==> config.mk <==
export PLATFORM = sky130hd
export DESIGN_NAME = dhms_countdown
export DESIGN_NICKNAME = d
export VERILOG_FILES = /design/src/rtl/dhms_countdown.sv
export SDC_FILE = /design/constraint.sdc
export NUM_CORES = 1
export LEC_CHECK = 0
export ABC_AREA = 1
export ABC_CLOCK_PERIOD_IN_PS = 2100
export BUFFER_PORTS_ARGS = -buffer_cell sky130_fd_sc_hd__buf_2
export CORE_MARGIN = 3
export CORE_UTILIZATION = 50
export CTS_BUF_LIST = sky130_fd_sc_hd__clkbuf_4
export CTS_CLUSTER_DIAMETER = 120
export CTS_CLUSTER_SIZE = 24
export DETAILED_ROUTE_END_ITERATION = 10
export GPL_ROUTABILITY_DRIVEN = 1
export PLACE_DENSITY = 0.74
export SLEW_MARGIN = 20
export SYNTH_ARGS = -nofsm -noshare
export SYNTH_HDL_FRONTEND = slang
export SYNTH_SLANG_ARGS = --single-unit
==> constraint.sdc <==
create_clock -name clk -period 2.1 [get_ports clk]
set_input_delay 0 -clock clk [delete_from_list [all_inputs] [get_ports clk]]
set_output_delay 0 -clock clk [all_outputs]
set_load 0.1 [all_outputs]
==> src/rtl/dhms_countdown.sv <==
// Day/hour/minute/second countdown timer with built-in 1 s prescaler.
// Loads a clamped duration, counts down in RUN, and pulses done on reaching zero.
module dhms_countdown #(
    parameter int TICKS_PER_SEC = 5
) (
    input  logic       clk,
    input  logic       rst,
    input  logic       load,
    input  logic [4:0] ld_day,
    input  logic [4:0] ld_hr,
    input  logic [5:0] ld_min,
    input  logic [5:0] ld_sec,
    input  logic       start,
    input  logic       stop,
    output logic [4:0] day,
    output logic [4:0] hr,
    output logic [5:0] min,
    output logic [5:0] sec,
    output logic       running,
    output logic       expired,
    output logic       done
);

    localparam int PW = (TICKS_PER_SEC > 1) ? $clog2(TICKS_PER_SEC) : 1;
    localparam logic [PW-1:0] PRE_LAST = PW'(TICKS_PER_SEC - 1);

    localparam logic [1:0] S_IDLE  = 2'd0;
    localparam logic [1:0] S_RUN   = 2'd1;
    localparam logic [1:0] S_PAUSE = 2'd2;
    localparam logic [1:0] S_DONE  = 2'd3;

    logic [1:0]    state, state_n;
    logic [PW-1:0] presc, presc_n;
    logic [4:0]    day_n, hr_n;
    logic [5:0]    min_n, sec_n;
    logic          done_n;
    logic          is_zero, last_sec, tick;

    assign is_zero  = (day == 5'd0) && (hr == 5'd0) && (min == 6'd0) && (sec == 6'd0);
    assign last_sec = (day == 5'd0) && (hr == 5'd0) && (min == 6'd0) && (sec == 6'd1);
    assign tick     = (presc == PRE_LAST);

    always_comb begin
        // NOTE: every variable gets a default here so no path leaves it unassigned (no latches).
        state_n = state;
        presc_n = presc;
        day_n   = day;
        hr_n    = hr;
        min_n   = min;
        sec_n   = sec;
        done_n  = 1'b0;

        if (load && (state != S_RUN)) begin
            day_n   = (ld_day > 5'd30) ? 5'd30 : ld_day;
            hr_n    = (ld_hr  > 5'd23) ? 5'd23 : ld_hr;
            min_n   = (ld_min > 6'd59) ? 6'd59 : ld_min;
            sec_n   = (ld_sec > 6'd59) ? 6'd59 : ld_sec;
            presc_n = '0;
            state_n = S_IDLE;
        end else if (stop && (state == S_RUN)) begin
            // Prescaler is held so a resume finishes the interrupted second.
            state_n = S_PAUSE;
        end else if (start && ((state == S_IDLE) || (state == S_PAUSE))) begin
            if (is_zero) begin
                state_n = S_DONE;
                done_n  = 1'b1;
            end else begin
                state_n = S_RUN;
            end
        end else if (state == S_RUN) begin
            if (tick) begin
                presc_n = '0;
                if (sec != 6'd0) begin
                    sec_n = sec - 6'd1;
                end else begin
                    sec_n = 6'd59;
                    if (min != 6'd0) begin
                        min_n = min - 6'd1;
                    end else begin
                        min_n = 6'd59;
                        if (hr != 5'd0) begin
                            hr_n = hr - 5'd1;
                        end else begin
                            // A zero count never reaches RUN, so day is non-zero here.
                            hr_n  = 5'd23;
                            day_n = day - 5'd1;
                        end
                    end
                end
                if (last_sec) begin
                    state_n = S_DONE;
                    done_n  = 1'b1;
                end
            end else begin
                presc_n = presc + 1'b1;
            end
        end
    end

    // NOTE: sequential state uses non-blocking assignments so all flops update together.
    always_ff @(posedge clk or negedge rst) begin
        if (!rst) begin
            state   <= S_IDLE;
            presc   <= '0;
            day     <= '0;
            hr      <= '0;
            min     <= '0;
            sec     <= '0;
            running <= 1'b0;
            expired <= 1'b0;
            done    <= 1'b0;
        end else begin
            state   <= state_n;
            presc   <= presc_n;
            day     <= day_n;
            hr      <= hr_n;
            min     <= min_n;
            sec     <= sec_n;
            running <= (state_n == S_RUN);
            expired <= (state_n == S_DONE);
            done    <= done_n;
        end
    end

endmodule

==> flow_summary.json <==
{
  "seq_area_frac_synth": 0.383,
  "synth.distinct_cells": 30,
  "core-area_sq_mm": 0.00372,
  "dp_hpwl_um": 3380,
  "tightest_slew_ps": 683,
  "finalClockSkew_ps": 18.3,
  "max_stage_delay_ps": 420,
  "cts.sinks": 30,
  "max_cap_violations": 0,
  "cts_tree": "done",
  "grtUsageTotal": 0.219,
  "setup-tns-final_ps": 0,
  "final_common_cell": "nand2_1",
  "hold_viol_final": 0,
  "synth_cells": 258,
  "viasPerCell": 5.07,
  "ys_async_sr_fraction": 1.00,
  "synthesis.nets": 296,
  "wire_per_inst_um": 12.3,
  "cp.required_ps": 2330,
  "ant_nets": 0,
  "synth_top_area_share": 0.383,
  "start_util": 0.527,
  "outcome": "finished, final reports clean",
  "yosys.area.top_type": "dfrtp_1",
  "vias": 1892,
  "drive_gt1_frac": 0.237,
  "hp-class": "input pin to register",
  "use_met3": 0.0405,
  "avgSynthCellArea_sq_um": 7.59,
  "use_met2": 0.327,
  "first_pass_iters": 4,
  "cts.reportedPaths.clkPinSlew_ps": 110,
  "ios": 52,
  "setup_viol": 0,
  "grt_pass1_vias": 1730,
  "htree_levels": 2,
  "grt_max_degree": 31,
  "path_max_fanout": 6,
  "cts-root-buf": "clkbuf_4",
  "fin_crit_sh": 0.805,
  "clk_path_buf_depth": 2,
  "slew_viol_final": 0,
  "path_common_cell": "nand2_1",
  "dieWidth_um": 68.6,
  "slew_headroom": 0.545,
  "worstPathArrival_ps": 1920,
  "use_met1": 0.307,
  "period_needed_ps": 1690,
  "grt_busiest_layer": "met2",
  "drc": 0,
  "syn_to_final_growth_pct": 23.7,
  "rows": 22,
  "final_nets": 362,
  "crit_family": "simple AND/OR/NAND/NOR gates",
  "synth_area_sq_mm": 0.00196,
  "path_cells": "inv_1 -> ha_1 -> nand4_1 -> nand2_2 -> inv_2 -> nor2_4 -> nand3_2 -> nand2_1 -> nand2_1",
  "grt_pass1_wl_um": 7650,
  "cts_setup_buffers": 0,
  "grt-ovfl-total": 0,
  "drt_iter0_markers": 59,
  "layout.cells.non_filler": 373,
  "portBuffers": 51,
  "start_kind": "register",
  "ys_top_cells_by_area": "dfrtp_1, nand2_1, ha_1",
  "slowest_stage": "dfrtp_1",
  "path_buf_inv": 2,
  "fmaxAchievable_mhz": 592,
  "dp_cells": 354,
  "hold-worst-slack_ps": 7.06,
  "synth-edff-count": 0,
  "clkLatencyLatePin_ps": 350,
  "yosys_warnings": 0,
  "gp_routability_congestion": 0.871,
  "wl_um": 4610,
  "cts-buffers-inserted": 5,
  "rsz0062_at_grt": "false",
  "antenna_found_initial": 0,
  "synth_seq_cells": 30,
  "layout_common_cells": "nand2_1, buf_2, dfrtp_1",
  "die_h_um": 68.6,
  "ys.flop_type": "dfrtp_1",
  "fp.dieArea_sq_mm": 0.00470,
  "end_kind": "register",
  "antenna_cells": 0,
  "critPathKind": "register to register"
}
-- worst paths after layout --
| kind | start | to | slack [ps] | depth (start not counted) |
|---|---|---|---|---|
| hold reg to reg | day[3]$_DFFE_PN0P_ | day[3]$_DFFE_PN0P_ | 510 | 2 |
| min in group asynchronous | rst | hr[1]$_DFFE_PN0P_ | 210 | 2 |
| max in group asynchronous | rst | min[0]$_DFFE_PN0P_ | 1410 | 2 |
| setup / recovery | sec[0]$_DFFE_PN0P_ | day[1]$_DFFE_PN0P_ | 410 | 9 |
| hold / removal | ld_day[4] | day[4]$_DFFE_PN0P_ | 7 | 5 |
| setup reg to reg | sec[0]$_DFFE_PN0P_ | day[1]$_DFFE_PN0P_ | 410 | 9 |
-- worst min-delay path, stage by stage --
cell and delay [ps]:
buf_2 70, nand2_1 60, o21ai_0 70, nand3_1 70
nand2_1 60
-- routing by layer --
layer  wire length [um]  vias up
met4                 92        0
met1               2220      864
met2               2080       47
met3                210        9
li1                   -      972
met5                  0        -
-- kinds of logic after synthesis --
kind of cell,synth area share
compound gates,0.139
buf+inv,0.0709
xor+xnor,0.0447
fa+ha+maj,0.0703
flops,0.383
simple gates,0.291
-- registers in the layout, summed over array words and instances (netlist names), 2 cells and up --
| signal | cells |
|---|---|
| state | 2 |
| min | 6 |
| hr | 5 |
| sec | 6 |
| day | 5 |
| presc | 3 |
-- through the flow --
stage	worst slack (ps)	utilization	instance area [sq um]
after global routing	202	0.652	2420
after detailed placement	417	0.607	2260
final	410	0.652	2420
after floorplan	45.2	-	1960
after global placement	434	0.607	2260
after CTS	404	0.652	2420
-- synthesized netlist by cell type (2+ instances only) --
cell type	count
ha_1	11
inv_2	4
dfrtp_1	30
nand2_4	4
xor2_1	5
nor3_1	2
nand3_1	20
o21ai_0	22
buf_2	2
nand2_2	2
a21oi_1	6
inv_1	26
xnor2_1	5
nand4_1	3
nand2_1	65
nor2_1	23
o21ai_1	11
o22ai_1	5
-- repair_timing --
item / in CTS / in global routing
resized for setup: 0 / 0
endpoints found under the hold margin: 40 / 0
hold buffers: 11 / 0
-- final cells by class --
cell class,instances,area (sq um)
multi-input combinational,194,1070
timing repair buffer,62,365
sequential,30,752
inverter,31,121
tap,48,60.1
clock buffer,6,45.0
clock inverter,2,10.0
fill,348,1290
Power is left out: the tool's default activity adds up to more than one toggle a clock period on the data nets, which glitch-free logic cannot reach.
